==> src/rtl/ghost_hit_ctrl.sv <==
`default_nettype none
// ============================================================================
// Module   : ghost_hit_ctrl
// Brief    : Yoshi/ghost collision detection, lives, invulnerability window,
//            game-over and score-driven ghost speed offset.
// Revision : 1.0 - initial release
// ============================================================================
module ghost_hit_ctrl #(
    parameter int T_W           = 16,
    parameter int LIVES_INIT    = 3,
    parameter int INVULN_CYCLES = 100000000,
    parameter int SPEED_STEP    = 50000,
    parameter int SPEED_MAX     = 4000000,
    parameter int BLINK_BIT     = 22
) (
    input  logic        clk,
    input  logic        reset,
    input  logic [9:0]  y_x,
    input  logic [9:0]  y_y,
    input  logic [9:0]  g_t_x,
    input  logic [9:0]  g_t_y,
    input  logic [9:0]  g_b_x,
    input  logic [9:0]  g_b_y,
    input  logic        score_tick,
    output logic        hit,
    output logic [1:0]  lives,
    output logic        invuln,
    output logic        blink,
    output logic        game_over,
    output logic [25:0] speed_offset
);

    // Timer must hold INVULN_CYCLES-1 and also expose BLINK_BIT.
    localparam int TMR_W = ($clog2(INVULN_CYCLES) > BLINK_BIT) ?
                           $clog2(INVULN_CYCLES) : BLINK_BIT + 1;
    localparam logic [TMR_W-1:0] C_TMR_LOAD = TMR_W'(INVULN_CYCLES - 1);
    localparam logic [10:0]      C_TW       = 11'(T_W);
    localparam logic [26:0]      C_STEP     = 27'(SPEED_STEP);
    localparam logic [25:0]      C_MAX      = 26'(SPEED_MAX);

    typedef enum logic [1:0] {
        ST_PLAY   = 2'd0,
        ST_INVULN = 2'd1,
        ST_OVER   = 2'd2
    } state_t;

    state_t             state_q, state_d;
    logic [1:0]         lives_q, lives_d;
    logic [TMR_W-1:0]   timer_q, timer_d;
    logic               hit_q, hit_d;
    logic               invuln_q, invuln_d;
    logic               game_over_q, game_over_d;
    logic [25:0]        speed_q, speed_d;
    logic               ovl_q, ovl_d;
    logic [26:0]        speed_sum;

    // Zero-extended to 11 bits so positions near 1023 plus T_W never wrap.
    function automatic logic box_overlap(input logic [9:0] gx, input logic [9:0] gy,
                                         input logic [9:0] yx, input logic [9:0] yy);
        logic [10:0] gx11, gy11, yx11, yy11;
        gx11 = {1'b0, gx};
        gy11 = {1'b0, gy};
        yx11 = {1'b0, yx};
        yy11 = {1'b0, yy};
        return (gx11 < yx11 + C_TW) && (yx11 < gx11 + C_TW) &&
               (gy11 < yy11 + C_TW) && (yy11 < gy11 + C_TW);
    endfunction

    always_comb begin
        ovl_d       = box_overlap(g_t_x, g_t_y, y_x, y_y) |
                      box_overlap(g_b_x, g_b_y, y_x, y_y);
        state_d     = state_q;
        lives_d     = lives_q;
        timer_d     = timer_q;
        hit_d       = 1'b0;
        invuln_d    = invuln_q;
        game_over_d = game_over_q;
        speed_d     = speed_q;
        speed_sum   = {1'b0, speed_q} + C_STEP;

        case (state_q)
            ST_PLAY: begin
                if (ovl_q) begin
                    hit_d   = 1'b1;
                    lives_d = lives_q - 2'd1;
                    if (lives_q == 2'd1) begin
                        state_d     = ST_OVER;
                        game_over_d = 1'b1;
                    end else begin
                        state_d  = ST_INVULN;
                        invuln_d = 1'b1;
                        timer_d  = C_TMR_LOAD;
                    end
                end
            end
            ST_INVULN: begin
                if (timer_q == '0) begin
                    state_d  = ST_PLAY;
                    invuln_d = 1'b0;
                end else begin
                    timer_d = timer_q - 1'b1;
                end
            end
            ST_OVER: begin
                lives_d = 2'd0;
            end
            default: begin
                state_d = ST_PLAY;
            end
        endcase

        // Ticks still count on the cycle a final hit moves us into OVER.
        if (score_tick && (state_q != ST_OVER)) begin
            speed_d = (speed_sum > {1'b0, C_MAX}) ? C_MAX : speed_sum[25:0];
        end
    end

    always_ff @(posedge clk) begin
        if (reset) begin
            state_q     <= ST_PLAY;
            lives_q     <= 2'(LIVES_INIT);
            timer_q     <= '0;
            hit_q       <= 1'b0;
            invuln_q    <= 1'b0;
            game_over_q <= 1'b0;
            speed_q     <= '0;
            ovl_q       <= 1'b0;
        end else begin
            state_q     <= state_d;
            lives_q     <= lives_d;
            timer_q     <= timer_d;
            hit_q       <= hit_d;
            invuln_q    <= invuln_d;
            game_over_q <= game_over_d;
            speed_q     <= speed_d;
            ovl_q       <= ovl_d;
        end
    end

    assign hit          = hit_q;
    assign lives        = lives_q;
    assign invuln       = invuln_q;
    assign blink        = invuln_q & timer_q[BLINK_BIT];
    assign game_over    = game_over_q;
    assign speed_offset = speed_q;

endmodule
`default_nettype wire

==> config.mk <==
export PLATFORM = sky130hd
export DESIGN_NAME = ghost_hit_ctrl
export DESIGN_NICKNAME = d
export VERILOG_FILES = /design/src/rtl/ghost_hit_ctrl.sv
export SDC_FILE = /design/constraint.sdc
export NUM_CORES = 1
export LEC_CHECK = 0
export BUFFER_PORTS_ARGS = -buffer_cell sky130_fd_sc_hd__buf_2
export CAP_MARGIN = 10
export CELL_PAD_IN_SITES_DETAIL_PLACEMENT = 2
export CELL_PAD_IN_SITES_GLOBAL_PLACEMENT = 2
export CORE_ASPECT_RATIO = 1.5
export CORE_MARGIN = 4
export CORE_UTILIZATION = 36
export DETAILED_ROUTE_END_ITERATION = 7
export PLACE_DENSITY_LB_ADDON = 0.2
export SLEW_MARGIN = 5
export SYNTH_ARGS = -nofsm -noshare
export SYNTH_HDL_FRONTEND = slang
export SYNTH_SLANG_ARGS = --single-unit
==> constraint.sdc <==
create_clock -name clk -period 6.4 [get_ports clk]
set_clock_uncertainty 0.15 [all_clocks]
set_input_delay 0.64 -clock clk [delete_from_list [all_inputs] [get_ports clk]]
set_output_delay 0.64 -clock clk [all_outputs]
set_load 0.01 [all_outputs]
# Word level (Yosys, flattened, before mapping)
# Cells that the tools add are included.
[word_totals]
register_bits = 61
[op_classes]
add_sub_neg = 9
magnitude_cmp = 9
n_eq_ne = 8
muxes = 16
bitwise_logic = 4
n_reduce_logical = 17
[op_table]
columns = ["op", "count"]
rows = [
  ["$lt 10x11->1", 8],
  ["$mux 27", 3],
  ["$add 10x5->11 const B", 6],
  ["$pmux 27 s2", 1],
  ["$add 26x16->27 const B", 1],
  ["$gt 27x22->1 const B", 1],
  ["$logic_not 27->1", 1],
  ["$sub 27x1->27 const B", 1],
  ["$mux 26", 1],
  ["$ne 2x2->1 const B", 5],
  ["$mux 2", 4],
  ["$reduce_and 4->1", 2],
  ["$logic_and 1x1->1", 7],
  ["$pmux 2 s3", 1],
  ["$reduce_and 3->1", 2],
  ["$eq 2x1->1 const B", 2],
  ["$mux 1", 4],
  ["$pmux 2 s2", 1],
  ["$reduce_bool 2->1", 2],
  ["$eq 2x2->1 const B", 1],
  ["$logic_not 2->1", 1],
  ["$not 1->1", 2],
  ["$pmux 1 s2", 1],
  ["$reduce_and 2->1", 1],
  ["4 further kinds", 4],
]

# Longest topological paths before layout
# Gate-level depths: netlist of run 1.
[depth]
word_depth = 6
depth_mapped = 11
ltp_nobuf = 10

# Worst setup path after synthesis of run 1
# No wires, ideal clock.
[synth_timing]
kind = "reg-to-reg"
start = "register speed_q[4] (netlist: speed_offset[4])"
end = "register speed_q[4] (netlist: speed_offset[4])"
synth_period_minus_slack_ns = 2.544
setup_slack_ns = 3.856
setup_time_ns = 0.115
stages_incl_launch_ff = 11
t_arrival_ns = 2.280
path_buffers = 1
cell_sequence = "dfxtp_1 ha_1 o21ai_2 a22oi_2 mux2i_1 and4_1 o31ai_4 a21oi_2 buf_6 nor4_1 o21ba_1"
[synth_via]
elab_chain_cells = 3
[synth_lines]
columns = ["item", "line", "rtl"]
rows = [
  ["start, declared", "53", "logic [25:0] speed_q, speed_d;"],
  ["start signal, assigned", "135", "speed_q <= speed_d;"],
  ["$add 26x16->27 (*)", "79", "speed_sum = {1'b0, speed_q} + C_STEP;"],
  ["$gt 27x22->1", "114", "speed_d = (speed_sum > {1'b0, C_MAX}) ? C_MAX : speed_sum[25:0];"],
  ["$mux 26 (*)", "114", ""],
]
# Mark *: on every way between the ends. The rest lies on a longest branch, timed or not.
# A chain may end at the register's enable or synchronous reset.

# Worst setup path after layout of run 1
[layout_timing]
start = "register speed_q[4] (netlist: speed_offset[4])"
end = "register speed_q[16] (netlist: speed_offset[16])"
# Same word-level chain as after synthesis.

==> results of run 1 <==
==> final timing paths <==
check | endpoint | from | slack, ns
worst max-delay path | speed_offset[16] | speed_offset[4] | 3.08
worst min register to register | lives[1] | lives[1] | 0.35
worst max register to register | speed_offset[16] | speed_offset[4] | 3.08
worst min-delay path | lives[1] | lives[1] | 0.35
==> synth_stat cells, drive strengths merged, types with 3 or more instances <==
cell type	number	area [sq um]
a2111oi	3	26.3
a211o	10	87.6
a211oi	12	100
a21o	15	113
a21oi	48	248
a221oi	3	43.8
a311oi	3	26.3
a31oi	6	37.5
and2	3	18.8
and3	10	62.6
buf	16	101
clkbuf	14	52.6
dfxtp	57	1140
ha	78	976
inv	35	131
nand2	44	165
nand2b	19	119
nand3	34	175
nand4	9	71.3
nor2	39	156
nor2b	7	43.8
nor3	26	160
nor3b	7	52.6
nor4	12	96.3
o2111ai	3	26.3
o211ai	5	37.5
o21a	14	105
o21ai	29	156
o22ai	3	18.8
o31ai	4	43.8
or3	14	97.6
or4	5	41.3
xnor2	20	175
xor2	28	245
==> layout make-up <==
class | instances | area [sq um] | area share
Clock inverter | 6 | 60.1 | 0.00968
Inverter | 35 | 131 | 0.0212
Sequential cell | 57 | 1140 | 0.184
Clock buffer | 9 | 225 | 0.0363
Multi-Input combinational cell | 538 | 3940 | 0.636
Timing Repair Buffer | 91 | 458 | 0.0738
Tap cell | 196 | 245 | 0.0395
==> cells in the final DEF, fill, tap and decap left out, types with 4 or more instances in the layout <==
cell	instances
conb_1	4
nor4_1	10
a21oi_1	46
a21o_1	15
clkbuf_16	9
nand3_1	33
and3_1	10
inv_1	35
nor3_1	20
nand2_1	44
nand4_1	8
or4_1	4
nor3_2	6
xor2_1	28
a211oi_1	10
o21ai_0	26
dfxtp_1	57
a31oi_1	6
buf_2	90
ha_1	78
nor2b_1	7
nor3b_1	7
a211o_1	10
o21a_1	14
nand2b_1	19
nor2_1	37
or3_1	12
o211ai_1	5
xnor2_1	20
==> worst max-delay path, stage by stage, from the launching register on <==
cell and delay [ns]:
dfxtp_1 0.52, ha_1 0.35, o21ai_2 0.16, a22oi_2 0.29, mux2i_1 0.28, and4_1 0.28
o31ai_4 0.10, a21oi_2 0.67, o31ai_1 0.17, a211oi_2 0.25
==> metrics by stage <==
stage / area (sq um) / setup WS (ns) / power [mW] / hold WS (ns) / std cells
floorplan: 5370 / 3.86 / 0.910 / 0.293 / 660
global placement: 5920 / 3.32 / 1.05 / 0.310 / 917
detailed placement: 5920 / 3.19 / 1.09 / 0.337 / 917
CTS: 6200 / 3.09 / 1.58 / 0.351 / 932
global route: 6200 / 2.79 / 1.67 / 0.368 / 932
finish: 6200 / 3.08 / 1.56 / 0.348 / 932
==> logic make-up after synthesis <==
logic type               count (synthesis)  synth area share
other                                    1          0.000700
buffers and inverters                   65            0.0532
XOR/XNOR                                48            0.0785
AND/OR/NAND/NOR                        234             0.243
adder cells (fa/ha/maj)                 78             0.182
multiplexers                             2           0.00374
AO/OA/AOI/OAI                          172             0.226
flip-flops                              57             0.213
==> state kept, by name, indices dropped and copies added, names as in the netlist <==
signal / count
timer_q: 27
speed_offset: 22
lives: 2
state_q: 2
game_over: 1
hit: 1
invuln: 1
ovl_q: 1
==> per-layer routing <==
| layer | track usage | routed length [um] |
|---|---|---|
| met4 | 0.0602 | 238 |
| met1 | 0.214 | 6560 |
| met5 | 0 | 0 |
| met2 | 0.412 | 9790 |
| met3 | 0.0291 | 461 |
==> power by group <==
group / internal [mW] / switching, mW / leakage (nW) / total (mW)
sequential: 0.420 / 0.0896 / 0.466 / 0.510
combinational: 0.247 / 0.328 / 2.13 / 0.575
clock: 0.296 / 0.177 / 0.137 / 0.473
total: 0.964 / 0.594 / 2.74 / 1.56
==> metrics.md, run 1 <==
| Metric | Value |
|---|---|
| Outcome | `finished clean` |
| Die height | `157 um` |
| Max_cap viols | `0` |
| Endpoint class of the critical path | `flip-flop` |
| Fin. Hold Viols | `0` |
| HPWL after detailed placement | `13500 um` |
| Num rows | `54` |
| Post-CTS setup buffers | `0` |
| First-pass GRT wire length | `28000 um` |
| # diodes | `0` |
| Largest net degree at the start of global routing | `55` |
| Drt first pass iters | `4` |
| Htree depth | `3` |
| Core Util, Final | `0.425` |
| Post-Syn Area | `0.00536 sq mm` |
| Routability Congestion | `0.804` |
| FF-to-FF path depth | `9` |
| Routed WL per cell | `18.3 um` |
| # hold bufs at CTS | `0` |
| IO Pins | `95` |
| Clk slew on worst S/H paths | `0.05 ns` |
| Syn avg cell area | `8.15 sq um` |
| Clk Tree Root Cell | `clkbuf_16` |
| Synth warn | `0` |
| Core Region | `0.0146 sq mm` |
| Main synth FF type | `dfxtp_1` |
| IO buf count | `90` |
| Setup_tns | `0 ns` |
| DRC | `0` |
| Count of cells resized by post-cts repair | `0` |
| Inserted Clock Buffers | `9` |
| Depth of the worst hold-timing path | `2` |
| CP startpoint kind | `flip-flop` |
| Overall Global Routing Usage | `0.204` |
| Fraction of layout cells with a size suffix above 1 | `0.181` |
| Fin crit share | `0.518` |
| Final min period | `3.32 ns` |
| Clock latency on the worst-skew pair | `0.34 ns` |
| Total Nets Final | `873` |
| WL final | `17000 um` |
| Slew HR | `0.406` |
| Mapped Cells | `657` |
| Leakage power total | `2.74 nW` |
| RSZ-0062 raised after global routing | `no` |
| Width of the chip | `108 um` |
| Grt ovf | `0` |
| Pins Over Slew Limit | `0` |
| Count of final setup violators | `0` |
| CTS max path bufs | `2` |
| Worst-path maximum fanout | `14` |
| # clock sinks | `57` |
| Peak supply drop | `143 uV` |
| Least-Margin Pin Slew | `0.890 ns` |
| DRT antenna net count | `0` |
| CP required | `6.50 ns` |
| First DRT Iteration DRCs | `126` |
| Synthesis-to-layout area growth | `15.8%` |
| CTS tree | `built` |
| Cell area power density | `251 mW/mm^2` |
| Seq/Total Area, Yosys | `0.213` |
| Initial antenna violation count | `0` |
| Vias per cell | `5.60` |
| WP data arrival | `3.42 ns` |
| HP Class | `flip-flop to flip-flop` |
| EDFF count, synth | `0` |
| Vias in the first global route | `5687` |
| Synth Register Bits | `57` |
| Ys async rst share | `0` |
| Starting Density | `0.367` |
| Maximum clock frequency | `302 MHz` |
| Vias post-DR | `5216` |
| Fillers | `1759` |
| Distinct cells, synth | `67` |
| Die ar. | `0.0169 sq mm` |
| Critical path class | `flip-flop to flip-flop` |
(Power assumes the default switching activity.)
==> inputs of run 2 (changes only) <==
--- a/config.mk
+++ b/config.mk
@@ -11,7 +11,7 @@
 export CELL_PAD_IN_SITES_GLOBAL_PLACEMENT = 2
 export CORE_ASPECT_RATIO = 1.5
 export CORE_MARGIN = 4
-export CORE_UTILIZATION = 36
+export CORE_UTILIZATION = 30
 export DETAILED_ROUTE_END_ITERATION = 7
 export PLACE_DENSITY_LB_ADDON = 0.2
 export SLEW_MARGIN = 5
==> constraint.sdc (replaced) <==
create_clock -name clk -period 3 [get_ports clk]
set_clock_uncertainty 0.15 [all_clocks]
set_input_delay 0.3 -clock clk [delete_from_list [all_inputs] [get_ports clk]]
set_output_delay 0.3 -clock clk [all_outputs]
set_load 0.01 [all_outputs]
==> run 2 against run 1 <==
Compared with the run above:
- non-clock buffer count up 18
- largest power group unchanged
- largest cell class unchanged
- first-iteration DRC count up 3.2%
- clock power grew 120%
==> metrics.md, run 2 (synthesis results as in run 1) <==
| Metric | Value |
|---|---|
| Setup crit end | `speed_offset[15]` |
| Post-DP Area | `0.00609 sq mm (+2.9%)` |
| Setup_tns | `0 ns (unchanged)` |
| CTS max path bufs | `2 (unchanged)` |
| Critical path class | `flip-flop to flip-flop` |
| WP data arrival | `2.87 ns (-0.55 ns)` |
| Cell area power density | `537 mW/mm^2 (+110%)` |
| FF-to-FF path depth | `10 (+1)` |
| Critical-path top delay cell | `a2111o_1` |
| Pwr Total | `3.43 mW (+120%)` |
| HP Class | `flip-flop to flip-flop` |
| Leakage power total | `2.83 nW (+3.5%)` |
| Htree depth | `3 (unchanged)` |
| Initial antenna violation count | `0 (unchanged)` |
| Count of final setup violators | `0 (unchanged)` |
| RSZ-0062 raised after global routing | `no` |
| Clk slew on worst S/H paths | `0.05 ns (about the same)` |
| Vias post-DR | `5303 (+1.7%)` |
| Largest net degree at the start of global routing | `33 (-40%)` |
| Fin crit share | `0.922 (+0.404)` |
| Inserted Clock Buffers | `9 (unchanged)` |
| DRT antenna net count | `0 (unchanged)` |
| Fin. Hold Viols | `0 (unchanged)` |
| DP Cell Count | `952 (+3.8%)` |
| Vias per cell | `5.48 (-2.1%)` |
| Largest Register | `timer_q` |
| Largest delay share family, worst path | `compound AO/OA/AOI/OAI gates` |
| CP required | `3.11 ns (-3.39 ns)` |
| Hold_ws | `0.336 ns (-0.0126 ns)` |
| IO Pins | `95 (unchanged)` |
| Starting Density | `0.308 (-0.0596)` |
| CTS tree | `built` |
| HPWL after detailed placement | `14300 um (+5.9%)` |
| Total Nets Final | `891 (+2.1%)` |
| Least-Margin Pin Slew | `0.935 ns (+0.0453 ns)` |
| Maximum clock frequency | `361 MHz (+20%)` |
| DRC | `0 (unchanged)` |
| WL final | `17600 um (+3.3%)` |
| # diodes | `0 (unchanged)` |
| Buf+Inv Stages, Crit Path | `1 (+1)` |
| Slew HR | `0.376 (-0.0302)` |
| Most common cell after layout, fill and taps aside | `buf_2` |
| Post-CTS setup buffers | `0 (unchanged)` |
| # clock sinks | `57 (unchanged)` |
| Pins Over Slew Limit | `0 (unchanged)` |
| Core Region | `0.0174 sq mm (+19%)` |
| Die height | `172 um (+9.1%)` |
| Design area | `0.00639 sq mm (+3.0%)` |
| Reg-to-reg startpoint | `speed_offset[5]` |
| Endpoint class of the critical path | `flip-flop` |
| Outcome | `finished clean` |
| Clk Tree Root Cell | `clkbuf_16` |
| Die ar. | `0.0201 sq mm (+19%)` |
| First-pass GRT wire length | `29400 um (+4.9%)` |
| CP startpoint kind | `flip-flop` |
| Most frequent cells in the layout | `90 x buf_2, 77 x ha_1, 55 x dfxtp_1` |
| Max reg flops | `27 (unchanged)` |
| Synthesis-to-layout area growth | `19.3%` |
| Setup WS post-layout | `0.233 ns (-2.85 ns)` |
| Max_cap viols | `0 (unchanged)` |
| Grt ovf | `0 (unchanged)` |
| Routability Congestion | `0.834 (+3.7%)` |
| Peak supply drop | `226 uV (+59%)` |
| Overall Global Routing Usage | `0.182 (-0.0225)` |
| Routed WL per cell | `18.2 um (-0.59%)` |
| IO buf count | `90 (unchanged)` |
| Num rows | `59 (+9.3%)` |
| # hold bufs at CTS | `0 (unchanged)` |
| Vias in the first global route | `6029 (+6.0%)` |
| Width of the chip | `117 um (+8.8%)` |
| Max incr delay on CP | `0.38 ns (-0.29 ns)` |
| R2R Setup Slk | `0.23 ns (-2.85 ns)` |
| CP Depth | `10 (+1)` |
| Drt first pass iters | `4 (unchanged)` |
| Worst-path maximum fanout | `9 (-5)` |
| Critical Path, Cell by Cell | `ha_2, o21ai_2, nand2_1, a31oi_1, nor2_1, o31ai_4, a21oi_2, buf_4, a2111o_1, a21oi_1` |
| Worst Setup SP | `speed_offset[5]` |
| Layout Cells excl Fill | `968 (+3.9%)` |
| First DRT Iteration DRCs | `130 (+3.2%)` |
| FF-to-FF End | `speed_offset[15]` |
| Clock latency on the worst-skew pair | `0.33 ns (about the same)` |
| Final min period | `2.77 ns (-0.549 ns)` |
| Fraction of layout cells with a size suffix above 1 | `0.204 (+0.0233)` |
| Core Util, Final | `0.367 (-0.0583)` |
| Pre-CTS setup slack | `0.0801 ns (-3.11 ns)` |
run 2: cell types whose count changed in the layout (fill, tap and decap cells not counted):
cell | before | now
ha_1 | 78 | 77
clkbuf_8 | 0 | 1
dfxtp_2 | 0 | 2
ha_2 | 0 | 1
dfxtp_1 | 57 | 55
buf_4 | 1 | 18
clkbuf_1 | 0 | 1
clkinv_2 | 3 | 2
buf_12 | 0 | 1
run 2: worst min-delay path, stage by stage (launching register included):
cell	delay (ns)
dfxtp_1	0.31
o41ai_1	0.06
a21oi_1	0.06
run 2: report_power, final:
| group | total, mW | leakage [nW] | switching [mW] | internal [mW] |
|---|---|---|---|---|
| registers | 1.07 | 0.467 | 0.169 | 0.897 |
| clock network | 1.03 | 0.142 | 0.372 | 0.662 |
| logic | 1.33 | 2.22 | 0.752 | 0.581 |
run 2: layout make-up:
cell class	count	area [sq um]
Tap cell	213	267
Clock buffer	11	243
Inverter	35	131
Sequential cell	57	1140
Clock inverter	5	55.1
Multi-Input combinational cell	538	3950
Fill cell	2043	11000
Timing Repair Buffer	109	606
run 2: routing by layer:
| layer | up-vias | GRT usage | share of wire |
|---|---|---|---|
| met1 | 2615 | 0.185 | 0.38 |
| met3 | 29 | 0.0320 | 0.027 |
| met2 | 77 | 0.362 | 0.57 |
| met5 | - | 0 | 0 |
| met4 | 0 | 0.0604 | 0.025 |
| li1 | 2582 | - | - |
run 2: worst min-delay path by stage:
| stage | endpoint | start | depth (start not counted) | slack [ns] |
|---|---|---|---|---|
| floorplan | timer_q[26] | timer_q[26] | 2 | 0.29 |
| global placement | lives[1] | lives[1] | 2 | 0.31 |
| detailed placement | timer_q[26] | timer_q[26] | 2 | 0.33 |
| CTS | game_over | reset | 2 | 0.33 |
| global route | timer_q[26] | timer_q[26] | 2 | 0.36 |
| finish | timer_q[26] | timer_q[26] | 2 | 0.34 |
run 2: what timing repair did:
item                       CTS  global route
setup endpoints to repair    0            10
gates resized for setup      0             3
hold endpoints to repair     0             0
==> inputs of run 3 (changes only) <==
--- a/config.mk
+++ b/config.mk
@@ -13,7 +13,7 @@
 export CORE_MARGIN = 4
 export CORE_UTILIZATION = 30
 export DETAILED_ROUTE_END_ITERATION = 7
-export PLACE_DENSITY_LB_ADDON = 0.2
+export PLACE_DENSITY = 0.87
 export SLEW_MARGIN = 5
 export SYNTH_ARGS = -nofsm -noshare
 export SYNTH_HDL_FRONTEND = slang
==> run 3 against run 2 <==
Compared with the run above:
- clock power about the same
- final area down 0.45%
- fmax down 0.86%
- cell count down 0.41%
- critical path depth unchanged
- clock-buffer cell count is 3 higher
- register-to-register slack worse by 0.02 ns
- critical endpoint unchanged
- largest cell class unchanged
- largest power group unchanged
- highest routed layer unchanged
==> metrics.md, run 3 (synthesis results as in run 1) <==
| Metric | Value |
|---|---|
| Outcome | `finished clean` |
| Count of final setup violators | `0 (unchanged)` |
| Design area | `0.00636 sq mm (-0.45%)` |
| HP Class | `input port to flip-flop` |
| Maximum clock frequency | `358 MHz (-0.86%)` |
| Routability Congestion | `0.812 (-2.6%)` |
| Cell area power density | `541 mW/mm^2 (+0.63%)` |
| Largest Register | `timer_q` |
| Die height | `172 um (unchanged)` |
| Critical Path, Cell by Cell | `ha_1, o21ai_2, nand2_1, a31oi_1, nor2_1, o31ai_4, a21oi_2, buf_4, a2111o_1, a21oi_1` |
| Synthesis-to-layout area growth | `18.7%` |
| Inserted Clock Buffers | `9 (unchanged)` |
| Clk slew on worst S/H paths | `0.05 ns (about the same)` |
| Critical path class | `flip-flop to flip-flop` |
| Vias post-DR | `5319 (+0.30%)` |
| CTS max path bufs | `2 (unchanged)` |
| Post-DP Area | `0.00604 sq mm (-0.70%)` |
| Core Region | `0.0174 sq mm (unchanged)` |
| Buf+Inv Stages, Crit Path | `1 (unchanged)` |
| CTS tree | `built` |
| Fillers | `2024 (-0.93%)` |
| CP startpoint kind | `flip-flop` |
| Grt ovf | `0 (unchanged)` |
| DRT antenna net count | `0 (unchanged)` |
| Max incr delay on CP | `0.40 ns (+0.02 ns)` |
| DRC | `0 (unchanged)` |
| Die ar. | `0.0201 sq mm (unchanged)` |
| Fin. Hold Viols | `0 (unchanged)` |
| Routed WL per cell | `18.8 um (+3.5%)` |
| Num rows | `59 (unchanged)` |
| Fraction of layout cells with a size suffix above 1 | `0.194 (-0.00957)` |
| Area of the multi-input gates | `0.00395 sq mm (+0.13%)` |
| Overall Global Routing Usage | `0.185 (+0.00318)` |
| Leakage power total | `2.83 nW (-0.25%)` |
| Total Nets Final | `887 (-0.45%)` |
| IO Pins | `95 (unchanged)` |
| Htree depth | `3 (unchanged)` |
| Vias in the first global route | `6026 (-0.050%)` |
| Clock latency on the worst-skew pair | `0.33 ns (about the same)` |
| CP required | `3.11 ns (about the same)` |
| HPWL after detailed placement | `14400 um (+1.1%)` |
| Worst-path maximum fanout | `14 (+5)` |
| Critical-path top delay cell | `a2111o_1` |
| Slew HR | `0.483 (+0.106)` |
| Least-Margin Pin Slew | `0.776 ns (-0.160 ns)` |
| # clock sinks | `57 (unchanged)` |
| Fin crit share | `0.930 (+0.00796)` |
| Largest net degree at the start of global routing | `26 (-21%)` |
| Initial antenna violation count | `0 (unchanged)` |
| Peak supply drop | `267 uV (+18%)` |
| Starting Density | `0.308 (unchanged)` |
| # hold bufs at CTS | `0 (unchanged)` |
| Max reg flops | `27 (unchanged)` |
| Setup_tns | `0 ns (unchanged)` |
| IO buf count | `90 (unchanged)` |
| Most common cell after layout, fill and taps aside | `buf_2` |
| Core Util, Final | `0.365 (-0.00165)` |
| Most frequent cells in the layout | `90 x buf_2, 78 x ha_1, 57 x dfxtp_1` |
| Max_cap viols | `0 (unchanged)` |
| Largest delay share family, worst path | `compound AO/OA/AOI/OAI gates` |
| WL final | `18100 um (+3.1%)` |
| Clk Tree Root Cell | `clkbuf_16` |
| WP data arrival | `2.90 ns (+0.03 ns)` |
| Drt first pass iters | `4 (unchanged)` |
| Endpoint class of the critical path | `flip-flop` |
| Final min period | `2.79 ns (+0.0239 ns)` |
| Width of the chip | `117 um (unchanged)` |
| # diodes | `0 (unchanged)` |
| Register Area | `0.00114 sq mm (-0.22%)` |
| First-pass GRT wire length | `30000 um (+2.0%)` |
| Pins Over Slew Limit | `0 (unchanged)` |
| First DRT Iteration DRCs | `182 (+40%)` |
| Vias per cell | `5.52 (+0.72%)` |
| RSZ-0062 raised after global routing | `no` |
run 3: per-stage QoR:
stage                     power (mW)  hold slack (ns)  cells  setup slack [ns]
after global placement          2.31            0.312    948             0.353
final                           3.44            0.307    964             0.209
after global routing            3.71            0.318    964            0.0485
after CTS                       3.48            0.304    964             0.163
after floorplan                 1.94            0.293    660             0.456
after detailed placement        2.38            0.315    948             0.216
run 3: power breakdown:
group	switching, mW	internal (mW)	leakage, nW
Combinational	0.738	0.560	2.21
Clock	0.343	0.709	0.153
Sequential	0.192	0.898	0.466
Total	1.27	2.17	2.83
run 3: final timing paths:
| kind | from | endpoint | slack (ns) | depth (start not counted) |
|---|---|---|---|---|
| min reg2reg | speed_offset[24] | speed_offset[24] | 0.34 | 1 |
| min | reset | timer_q[4] | 0.31 | 2 |
| max reg2reg | speed_offset[4] | speed_offset[15] | 0.21 | 10 |
| max | speed_offset[4] | speed_offset[15] | 0.21 | 10 |
run 3: timing repair:
item,CTS,global route
setup buffers,0,0
endpoints found under the setup margin,0,3
resized for setup,0,1
run 3: worst register-to-register path, stage by stage, from the launching register on:
cell      delay [ns]
dfxtp_1         0.32
ha_1            0.29
o21ai_2         0.37
nand2_1         0.18
a31oi_1         0.25
nor2_1          0.10
o31ai_4         0.27
a21oi_2         0.08
buf_4           0.20
a2111o_1        0.40
a21oi_1         0.13
run 3: final cells by class:
class | instances | share of cell area
clock inverters | 2 | 0.00551
multi-input cells | 538 | 0.621
flip-flops and latches | 57 | 0.179
well taps | 213 | 0.0419
clock buffers | 14 | 0.0431
inverters | 35 | 0.0207
repair buffers | 105 | 0.0885
run 3: layer usage:
| layer | wire (um) | vias up | track usage | part of all wire |
|---|---|---|---|---|
| met5 | 0 | - | 0 | 0 |
| li1 | - | 2576 | - | - |
| met4 | 315 | 0 | 0.0524 | 0.017 |
| met1 | 6810 | 2640 | 0.187 | 0.38 |
| met3 | 487 | 23 | 0.0296 | 0.027 |
| met2 | 10500 | 80 | 0.376 | 0.58 |
